## src/rtl/scara_pkg.sv

```systemverilog
// Shared types and defaults for the arctan-core share arbiter.
//   state_e    : arbiter FSM states
//   WORD_W     : width of one packed double-precision operand
//   *_DEFAULT  : default requester count and angle width
package scara_pkg;

  localparam int unsigned WORD_W          = 64;
  localparam int unsigned ANGLE_W_DEFAULT = 13;
  localparam int unsigned NREQ_DEFAULT    = 3;

  typedef enum logic [2:0] {
    StIdle,
    StLoad,
    StRun,
    StDeliver,
    StFlush
  } state_e;

endpackage

```

## src/rtl/rr_pick.sv

```systemverilog
// Combinational round-robin winner selection.
//   req    : request levels, one bit per requester
//   ptr    : index of the last winner; the search starts just after it and wraps
//   valid  : at least one request is pending
//   winner : index of the selected requester (0 when valid is low)
module rr_pick #(
  parameter int unsigned NREQ  = 3,
  parameter int unsigned IDX_W = $clog2(NREQ)
) (
  input  logic [NREQ-1:0]  req,
  input  logic [IDX_W-1:0] ptr,
  output logic             valid,
  output logic [IDX_W-1:0] winner
);

  logic [IDX_W-1:0] idx;

  always_comb begin
    valid  = 1'b0;
    winner = '0;
    idx    = '0;
    for (int unsigned i = 1; i <= NREQ; i++) begin
      idx = IDX_W'((32'(ptr) + i) % NREQ);
      if (!valid && req[idx]) begin
        valid  = 1'b1;
        winner = idx;
      end
    end
  end

endmodule

```

## src/rtl/atan2_share_arbiter.sv

```systemverilog
// Shares one Arctan2 core between NREQ requesters.
//   clk, reset           : clock, asynchronous active-high reset
//   req                  : request levels, held until done or abort
//   arg1_in, arg2_in     : packed y / x operands, WORD_W bits per requester
//   grant                : registered one-hot owner of the core
//   done                 : one-cycle one-hot pulse, angle_out valid for that requester
//   angle_out            : last delivered angle
//   busy                 : high in every state except idle
//   timeout_err          : one-cycle pulse when the core never signals ready
//   core_arg1, core_arg2 : registered operands to the core
//   core_enable          : core enable, high only while running
//   core_reset           : core synchronous reset, the complement of core_enable
//   core_angle           : core result
//   core_ready           : core data-ready level
module atan2_share_arbiter
  import scara_pkg::*;
#(
  parameter int unsigned NREQ    = NREQ_DEFAULT,
  parameter int unsigned ANGLE_W = ANGLE_W_DEFAULT,
  parameter int unsigned TIMEOUT = 1023
) (
  input  logic                      clk,
  input  logic                      reset,
  input  logic [NREQ-1:0]           req,
  input  logic [WORD_W*NREQ-1:0]    arg1_in,
  input  logic [WORD_W*NREQ-1:0]    arg2_in,
  output logic [NREQ-1:0]           grant,
  output logic [NREQ-1:0]           done,
  output logic signed [ANGLE_W-1:0] angle_out,
  output logic                      busy,
  output logic                      timeout_err,
  output logic [WORD_W-1:0]         core_arg1,
  output logic [WORD_W-1:0]         core_arg2,
  output logic                      core_enable,
  output logic                      core_reset,
  input  logic signed [ANGLE_W-1:0] core_angle,
  input  logic                      core_ready
);

  localparam int unsigned IDX_W = $clog2(NREQ);
  localparam int unsigned CNT_W = $clog2(TIMEOUT + 1);
  localparam logic [CNT_W-1:0] CntMax    = CNT_W'(TIMEOUT);
  localparam logic [CNT_W-1:0] CntWarn   = CNT_W'(TIMEOUT - 1);

  state_e                     state_q, state_d;
  logic [NREQ-1:0]            grant_q, grant_d;
  logic [NREQ-1:0]            done_q, done_d;
  logic [IDX_W-1:0]           owner_q, owner_d;
  logic [IDX_W-1:0]           ptr_q, ptr_d;
  logic [CNT_W-1:0]           cnt_q, cnt_d;
  logic signed [ANGLE_W-1:0]  angle_q, angle_d;
  logic [WORD_W-1:0]          arg1_q, arg1_d, arg2_q, arg2_d;
  logic                       tmo_q, tmo_d;
  logic                       pick_valid;
  logic [IDX_W-1:0]           pick_idx;
  logic                       owner_req;

  rr_pick #(
    .NREQ  (NREQ),
    .IDX_W (IDX_W)
  ) u_rr_pick (
    .req    (req),
    .ptr    (ptr_q),
    .valid  (pick_valid),
    .winner (pick_idx)
  );

  assign owner_req = req[owner_q];

  always_comb begin
    state_d = state_q;
    grant_d = grant_q;
    owner_d = owner_q;
    ptr_d   = ptr_q;
    cnt_d   = cnt_q;
    angle_d = angle_q;
    arg1_d  = arg1_q;
    arg2_d  = arg2_q;
    done_d  = '0;
    tmo_d   = 1'b0;
    unique case (state_q)
      StIdle: begin
        if (pick_valid) begin
          owner_d = pick_idx;
          grant_d = NREQ'(1) << pick_idx;
          state_d = StLoad;
        end
      end
      StLoad: begin
        cnt_d = '0;
        if (!owner_req) begin
          grant_d = '0;
          ptr_d   = owner_q;
          state_d = StFlush;
        end else begin
          arg1_d  = WORD_W'(arg1_in >> (WORD_W * owner_q));
          arg2_d  = WORD_W'(arg2_in >> (WORD_W * owner_q));
          state_d = StRun;
        end
      end
      StRun: begin
        cnt_d = cnt_q + CNT_W'(1);
        // The error pulse was issued one cycle ahead so it stays registered;
        // reaching the limit simply ends the transaction.
        if (cnt_q == CntMax) begin
          grant_d = '0;
          ptr_d   = owner_q;
          state_d = StFlush;
        end else if (!owner_req) begin
          // An owner drop beats a coincident core_ready.
          grant_d = '0;
          ptr_d   = owner_q;
          state_d = StFlush;
        end else if (core_ready) begin
          angle_d = core_angle;
          done_d  = grant_q;
          grant_d = '0;
          ptr_d   = owner_q;
          state_d = StDeliver;
        end else if (cnt_q == CntWarn) begin
          tmo_d = 1'b1;
        end
      end
      StDeliver: state_d = StFlush;
      StFlush:   state_d = StIdle;
      default:   state_d = StIdle;
    endcase
  end

  always_ff @(posedge clk or posedge reset) begin
    if (reset) begin
      state_q <= StIdle;
      grant_q <= '0;
      done_q  <= '0;
      owner_q <= '0;
      ptr_q   <= IDX_W'(NREQ - 1);
      cnt_q   <= '0;
      angle_q <= '0;
      arg1_q  <= '0;
      arg2_q  <= '0;
      tmo_q   <= 1'b0;
    end else begin
      state_q <= state_d;
      grant_q <= grant_d;
      done_q  <= done_d;
      owner_q <= owner_d;
      ptr_q   <= ptr_d;
      cnt_q   <= cnt_d;
      angle_q <= angle_d;
      arg1_q  <= arg1_d;
      arg2_q  <= arg2_d;
      tmo_q   <= tmo_d;
    end
  end

  assign grant       = grant_q;
  assign done        = done_q;
  assign angle_out   = angle_q;
  assign busy        = (state_q != StIdle);
  assign timeout_err = tmo_q;
  assign core_arg1   = arg1_q;
  assign core_arg2   = arg2_q;
  assign core_enable = (state_q == StRun);
  assign core_reset  = (state_q != StRun);

endmodule
```

## config.mk

```make
export PLATFORM = sky130hd
export DESIGN_NAME = atan2_share_arbiter
export DESIGN_NICKNAME = d
export VERILOG_FILES = /design/src/rtl/scara_pkg.sv /design/src/rtl/rr_pick.sv /design/src/rtl/atan2_share_arbiter.sv
export SDC_FILE = /design/constraint.sdc
export NUM_CORES = 1
export LEC_CHECK = 0
export ABC_AREA = 0
export BUFFER_PORTS_ARGS = -buffer_cell sky130_fd_sc_hd__buf_2
export CORE_AREA = 2 2 218 220
export CTS_BUF_LIST = sky130_fd_sc_hd__clkbuf_16
export CTS_CLUSTER_DIAMETER = 30
export DETAILED_ROUTE_END_ITERATION = 6
export DIE_AREA = 0 0 220 222
export PLACE_DENSITY = 0.42
export SETUP_SLACK_MARGIN = 0.05
export SLEW_MARGIN = 20
export SYNTH_ARGS = -nofsm -noshare
export SYNTH_HDL_FRONTEND = slang
export SYNTH_SLANG_ARGS = --single-unit
```

## constraint.sdc

```tcl
create_clock -name clk -period 6.48 [get_ports clk]
set_input_delay 0.324 -clock clk [delete_from_list [all_inputs] [get_ports clk]]
set_output_delay 0.324 -clock clk [all_outputs]
set_load 0.02 [all_outputs]
```

==> qor.csv <==
metric;value;unit
synth_cell_types;39;
grt_max_degree;135;
synthTopCellsByArea;dfrtp_1 46%, a21oi_1 15%, mux2i_1 15%;
cap_viol_max_count;0;
ys_seq_elements;165;
gr-total-overflow;0;
critPathCaptureType;register;
core-area;46300;sq um
track_usage;13.8;%
hold_depth;2;
ir_drop;0.000176;V
cts_buffers;17;
vias;9023;
io_buffers;553;
drt_iter0_drc;429;
syn_nets;1418;
cts_sinks;165;
drive_above_1_share;40.4;%
yosysWarningCount;0;
stdcell_area;12800;sq um
synth_edf_count;0;
syn_inst;1010;
reg2reg_depth;5;
ant_nets;0;
min_to;angle_out[4]$_DFFE_PP0P_;
rrSetupSlack;3410;ps
cts_tree;yes;
synth_top_area_share;46.3;%
die_w;220;microns
period_minus_slack;3070;ps
synth_top_area_cell;dfrtp_1;
hold_class;input pin to register;
dieArea;48800;sq um
syn-cell-area;8870;sq um
drtPass1Iterations;7;
status;finished, final reports clean;
viasPerCell;4.22;
setup_viol;0;
cp_top_family;simple AND/OR/NAND/NOR gates;
syn_avg_cell_area;8.78;sq um
synth_commonest_cells;269 x nor2_1, 264 x a21oi_1, 164 x dfrtp_1, 130 x mux2i_1, 44 x buf_2;
pin_count;554;
ys.flop_type;dfrtp_1;
grt_pass1_vias;8914;
clock_latency;440;ps
cts_buffer_depth;2;
antenna_found_initial;2;
cpMaxStageDelayCell;buf_4;
routed_wl;34700;microns
hold_path_startpoint;core_angle[4];
gp_congestion;0.865;
slew_viol_final;0;
setup-tns-final;0;ps
htreeDepth;4;
crit_arrival;3350;ps
die_y;222;microns
max_freq;326;MHz
wl_per_cell;16.2;microns
placed_area;12200;sq um
clkSlewWorstSetupHoldPaths;70;ps
r2r_end;core_arg2[40]$_DFFE_PP0N_;
finClkSkew;11.2;ps
start_kind;register;
total_power;0.00624;W
relSlewSlack;37.3;%
async_flop_share;100;%
critPathMaxFanout;94;
final_nets;1926;
critPathBufInv;1;
fill_cells;5045;
worstMarginPinSlew;940;ps
crit_chain;nor2b_4 -> a2bb2oi_2 -> nor2_4 -> buf_4 -> a21oi_1;
min_period_over_period;47.4;%
grt_pass1_wl;51300;microns
startpoint;owner_q[1]$_DFFE_PP0P_;
power_per_cell_area;486;nW/um^2
hpwlAfterDp;26800;microns
final_util;27.7;%
max_stage_delay;770;ps
required;6760;ps
root_buffer;clkbuf_16;
seq_area_frac_synth;46.6;%
cts_setup_buffers;0;
holdWs;111;ps
reg2reg_from;owner_q[1]$_DFFE_PP0P_;
grt_setup_unrepaired;false;
final-hold-violation-count;0;
p_leak;6.22;nW
yosys.cell_count.top_type;nor2_1;
drc;0;
start_util;19.2;%
syn2layout_area_growth;44.5;%
crit_type;register to register;
fp-row-count;79;
postCtsResizedCells;0;
stage by stage:
step / worst slack, ps / cells
CTS: 3360 / 2138
global route: 3100 / 2139
global placement: 3440 / 2105
finish: 3410 / 2139
floorplan: 1700 / 1010
detailed placement: 3370 / 2105
report_power, final:
part / total, W / leakage (nW) / internal (W) / switching [W]
logic: 0.00328 / 3.99 / 0.00118 / 0.00210
registers: 0.00182 / 1.92 / 0.00152 / 0.000301
clock network: 0.00114 / 0.309 / 0.000658 / 0.000485
cell usage in the layout (no fill, tap or decap), types with 10 or more instances in the layout:
cell and count:
nor2_1 268, mux2i_1 130, o21ai_0 12, dfrtp_1 162, buf_2 553, inv_1 11
a21oi_1 264, nand2_1 10, clkbuf_16 17
repair_timing:
action | CTS | global route
hold endpoints to repair | 36 | 0
endpoints found under the setup margin | 0 | 0
hold buffers | 1 | 0
how the worst max path moves through the flow:
stage / to / cells past startpoint
finish: core_arg2[40]$_DFFE_PP0N_ / 5
global placement: core_arg2[58]$_DFFE_PP0N_ / 6
CTS: core_arg2[40]$_DFFE_PP0N_ / 5
global route: core_arg2[36]$_DFFE_PP0N_ / 6
floorplan: angle_out[0]$_DFFE_PP0P_ / 1
detailed placement: core_arg2[40]$_DFFE_PP0N_ / 5
state kept, by name, indices dropped and copies added (netlist names), 3 cells and up:
name and cells:
core_arg2 64, angle_out 13, grant 3, done 3, state_q 3, cnt_q 10
core_arg1 64
layout make-up:
class	instances	area (sq um)	area share (%)
multi-input combinational	757	4360	34.0
sequential	165	4140	32.3
timing repair buffer	564	2870	22.3
tap	607	759	5.92
clock buffer	17	425	3.32
clock inverter	15	215	1.68
inverter	13	53.8	0.420
antenna	1	2.50	0.0195
per-layer routing:
metal	global-route usage (%)	vias to the layer above	wire length, microns	part of all wire [%]
li1	-	4494	-	-
met1	15.8	4172	13800	40
met2	24.9	326	17900	51
met3	3.81	29	2450	7.0
met4	4.05	2	582	1.7
met5	0	-	13	0.037
cell families after synthesis:
family	count (synthesis)	share of synthesized area (%)
compound gates	299	17.6
xor+xnor	1	0.0987
fa+ha+maj	5	0.705
buf+inv	88	4.43
flops	165	46.6
mux	145	16.9
simple gates	307	13.7
No activity file was read; power rests on OpenSTA's default activity.
